$ cat src/rtl/hex_nibble_decode.sv
// hex_nibble_decode: combinational ASCII hex digit decoder.
//   ch     in  8  ASCII character
//   nibble out 4  value of the digit (0 when not a hex digit)
//   is_hex out 1  ch is one of 0-9, A-F, a-f
module hex_nibble_decode (
    input  logic [7:0] ch,
    output logic [3:0] nibble,
    output logic       is_hex
);

    always_comb begin
        nibble = 4'd0;
        is_hex = 1'b0;
        if (ch >= 8'h30 && ch <= 8'h39) begin
            nibble = ch[3:0];
            is_hex = 1'b1;
        end else if ((ch >= 8'h41 && ch <= 8'h46) || (ch >= 8'h61 && ch <= 8'h66)) begin
            // 'A'/'a' have low nibble 1, so adding 9 yields 10..15.
            nibble = ch[3:0] + 4'd9;
            is_hex = 1'b1;
        end
    end

endmodule

$ cat config.mk
export PLATFORM = sky130hd
export DESIGN_NAME = hex_nibble_decode
export DESIGN_NICKNAME = d
export VERILOG_FILES = /design/src/rtl/hex_nibble_decode.sv
export SDC_FILE = /design/constraint.sdc
export NUM_CORES = 1
export LEC_CHECK = 0
export CORE_AREA = 5 5 42 44
export DETAILED_ROUTE_END_ITERATION = 10
export DIE_AREA = 0 0 47 49
export GPL_TIMING_DRIVEN = 0
export SYNTH_ARGS = -nofsm -noshare
export SYNTH_HDL_FRONTEND = slang
export SYNTH_SLANG_ARGS = --single-unit
$ cat constraint.sdc
create_clock -name vclk -period 1.1
set_clock_uncertainty 0.15 [all_clocks]
set_input_delay 0.11 -clock vclk [all_inputs]
set_output_delay 0.11 -clock vclk [all_outputs]
set_load 0.03 [all_outputs]
# ---- Yosys cells after proc, flatten, opt, wreduce, memory -nomap -nowiden
# Index checks and enable logic that the tools add are counted.
dict set report op_classes {
  addsub 1
  n_lt_le_gt_ge 6
  muxes 4
  reduce_logical 4
}
# cell n
set ops {}
lappend ops {{8-bit by 7-bit >= comparator with 1-bit output, second input constant} 2}
lappend ops {{8-bit by 7-bit less-or-equal comparator with 1-bit output, second input constant} 2}
lappend ops {{8-bit by 6-bit >= comparator with 1-bit output, second input constant} 1}
lappend ops {{8-bit by 6-bit less-or-equal comparator with 1-bit output, second input constant} 1}
lappend ops {{4-bit two-way mux} 2}
lappend ops {{4-bit adder, second input constant} 1}
lappend ops {{1-bit logical AND} 3}
lappend ops {{1-bit two-way mux} 2}
lappend ops {{1-bit logical OR} 1}
dict set report word_totals {
  reg_bits 0
  input_bits 8
  output_inout_bits 5
  word_cells 15
}

# ---- Logic depth before layout (Yosys ltp)
dict set report logic_depth {
  depth_word 5
  mapped_depth 5
  depth_no_buf 5
}

# ---- Worst setup path after synthesis
# Ideal clock, no wire load.
dict set report synth_path {
  path_type {input to output}
  start {in ch[6]}
  end {out nibble[2]}
  arrival_ns 1.277
  required_ns 0.840
  path_slack_ns -0.437
  stages 3
  n_path_buf 0
  path_cell_list {nand4bb_4 > or3b_1 > a32oi_1}
}
dict set report synth_via {
  elab_chain_cells 5
  elab_cells_between_ends 12
  classes_between {6 x order compare; 2 x mux; 4 x reduce/logical}
}
# item line
set synth_lines {}
lappend synth_lines {{start: declaration} 6} ;# input logic [7:0] ch,
lappend synth_lines {{8-bit by 7-bit >= comparator with 1-bit output / 8-bit by 7-bit less-or-equal comparator with 1-bit output (equally long branches)} 17} ;# end else if ((ch >= 8'h41 && ch <= 8'h46) || (ch >= 8'h61 && ch <= 8'h66)) begin
lappend synth_lines {{1-bit logical AND} 17}
lappend synth_lines {{1-bit logical OR} 17}
lappend synth_lines {{4-bit two-way mux} 17}
lappend synth_lines {{4-bit two-way mux (*)} 14} ;# if (ch >= 8'h30 && ch <= 8'h39) begin
lappend synth_lines {{end: declaration} 7} ;# output logic [3:0] nibble,
# Every way passes the cells marked *; elsewhere a longest branch is shown, timed or not.

# ---- Worst setup path in the final report
# Ends and elaborated chain as after synthesis.

==> results.yml <==
outcome:
  status: "finished, violations left"
  violations: "setup timing"
floorplanning:
  dieArea_mm2: 0.00230
  die_h_um: 49
  io_pins: 13
  die_width_um: 47
  coreArea_mm2: 0.00140
  start_util_pct: 14.6
  floorplan.rows: 14
synth:
  synth_top_area_share_pct: 18.4
  synthAdderAreaFrac_pct: 18.4
  synthMuxAreaShare_pct: 4.91
  ys_warn_count: 0
  synth_area_per_cell_um2: 8.16
  synthDistinctLibCells: 18
  synth_area_leader_cell: "ha_1"
  synth_compound_area_share_pct: 28.8
  synth_top_cells_by_area: "ha_1 18%, nand4bb_4 13%, nor4b_2 7.4%"
  synth_top_family_by_area: "simple AND/OR/NAND/NOR gates"
  yosys.area_share.xor_xnor_pct: 0
  synth_seq_area_share_pct: 0
  synth_nets: 36
  synth_area_um2: 204
  yosys.area_share.simple_pct: 42.3
  syn_inst: 25
detailed_routing:
  vias: 272
  antenna_left: 0
  viasPerCell: 4.39
  drt-pass1-iter-count: 1
  wl_um: 682
  drc: 0
  drt_iter0_drc: 0
  wl_per_cell_um: 11.0
worst_setup_path:
  startpoint_type: "input port"
  worst-setup-path-type: "input port to output port"
  slowest_stage: "or3b_4"
  endpoint: "nibble[2]"
  cpMostUsedCell: "buf_6"
  crit_path_cell_trace: "buf_6, nand4bb_4, or3b_4, a32oi_4, buf_6"
  end_kind: "output port"
  worst_ep_required_time_ns: 0.84
  cp_max_fo: 4
  critPathLaunch: "ch[6]"
  cp_data_arrival_time_ns: 1.20
  cp_slowest_stage_delay_ns: 0.42
final_layout:
  fin_util_pct: 39.2
  final.fill_count: 154
  insertedDiodeCount: 0
  areaGrowthSynthToFinish_pct: 169
  seqCellArea_um2: 0
  nets: 59
  fin_area_um2: 549
  drive_above_1_share_pct: 76.1
  design.seq.count: 0
  clock_buffers: 0
sta:
  layout_setup_ws_ns: -0.365
  drv_slew: 0
  tightestPinTransition_ns: 0.294
  max_clock_freq_mhz: 683
  rsz0062_at_grt: "true"
  slew_headroom_pct: 80.3
  fin_crit_sh_pct: 133
  layout_min_cycle_time_ns: 1.46
  setup_viol: 5
  hold_violations: 0
  finalSetupTns_ns: -1.44
placement:
  io_buffers: 13
  placed_area_um2: 460
  dp_slack_ns: -1.53
  hpwl_um: 541
  gp_congestion: 0.688
global_route:
  grt_first_pass_wirelength_um: 1170
  overflow: 0
  grt_usage_pct: 6.25
  antenna_found_initial: 0
  grt_pass1_vias: 286
  grt_max_degree: 7
flow_run:
  cap_violations: 0
pwr:
  ir_drop_mv: 0.138
  p_leak_nw: 0.224
  p_total_w: 0.000168
  power_density_mw_per_mm2: 307
cts:
  ctsHoldBuffers: 0
hold_path:
  hold_path.class: "input port to output port"
==> stage by stage <==
stage          hold slack [ns]  instances
6_report                 0.454         62
5_1_grt                  0.480         62
4_1_cts                  0.504         59
3_5_place_dp              1.40         54
3_3_place_gp              1.42         54
2_1_floorplan            0.205         25
==> placed cells by master (no fill, tap or decap), drive strengths merged <==
cell type and count:
buf 21, a21oi 2, o211ai 1, o22ai 1, ha 3, nand2b 2, nand4bb 1, nor2b 1
mux2i 1, nand2 1, a21o 1, inv 3, a32oi 1, o21ai 2, nor3b 1, nor4b 1
o21bai 1, or3b 1, nand3 1
==> worst max-delay path, delay by kind of cell <==
kind | cells | cell delay [ns]
buffers and inverters | 2 | 0.25
and+or+nand+nor | 2 | 0.65
AOI/OAI and AO/OA | 1 | 0.19
==> metal layers <==
layer  share of wire, %  wire [µm]  global-route usage (%)
met5                  0          0                       0
met4                  0          0                       0
met3                 13         86                    1.11
met2                 45        304                    9.95
met1                 43        291                    9.17
==> power breakdown <==
group / total, W / switching [W] / internal [W]
Combinational: 0.000168 / 0.0000744 / 0.0000940
Sequential: 0 / 0 / 0
Clock: 0 / 0 / 0
Total: 0.000168 / 0.0000744 / 0.0000940
==> kinds of logic after synthesis <==
logic type / after synthesis
mux: 1
compound gates: 9
simple gates: 9
fa+ha+maj: 3
buf+inv: 3
==> layout make-up <==
cell class / count / area [µm²] / share of cell area (%)
inverter: 3 / 40.0 / 7.29
multi-input combinational: 22 / 280 / 51.0
tap: 16 / 20.0 / 3.64
timing repair buffer: 21 / 209 / 38.0
==> timing repair <==
item,in CTS,in global routing
setup buffers,5,3
gates resized for setup,81,5
setup endpoints to repair,5,5
pin swaps,8,7
gates cloned,0,0
==> worst min path at each step <==
stage / start / end / slack (ns) / depth (start not counted)
finish: ch[3] / nibble[3] / 0.45 / 4
global route: ch[3] / nibble[3] / 0.48 / 4
CTS: ch[3] / nibble[3] / 0.50 / 4
detailed placement: ch[3] / nibble[3] / 1.40 / 4
global placement: ch[2] / nibble[2] / 1.42 / 4
floorplan: ch[0] / nibble[0] / 0.21 / 2
==> Yosys cell counts <==
cell type	n
o21bai_1	1
nand4bb_4	1
mux2i_1	1
inv_1	3
nand2_1	1
a32oi_1	1
o21ai_0	2
a21oi_1	2
nor4b_2	1
o211ai_1	1
nand2b_1	2
a21o_2	1
o22ai_1	1
nor3b_1	1
nor2b_1	1
nand3_1	1
or3b_1	1
ha_1	3
No activity file was read; power rests on OpenSTA's default activity.
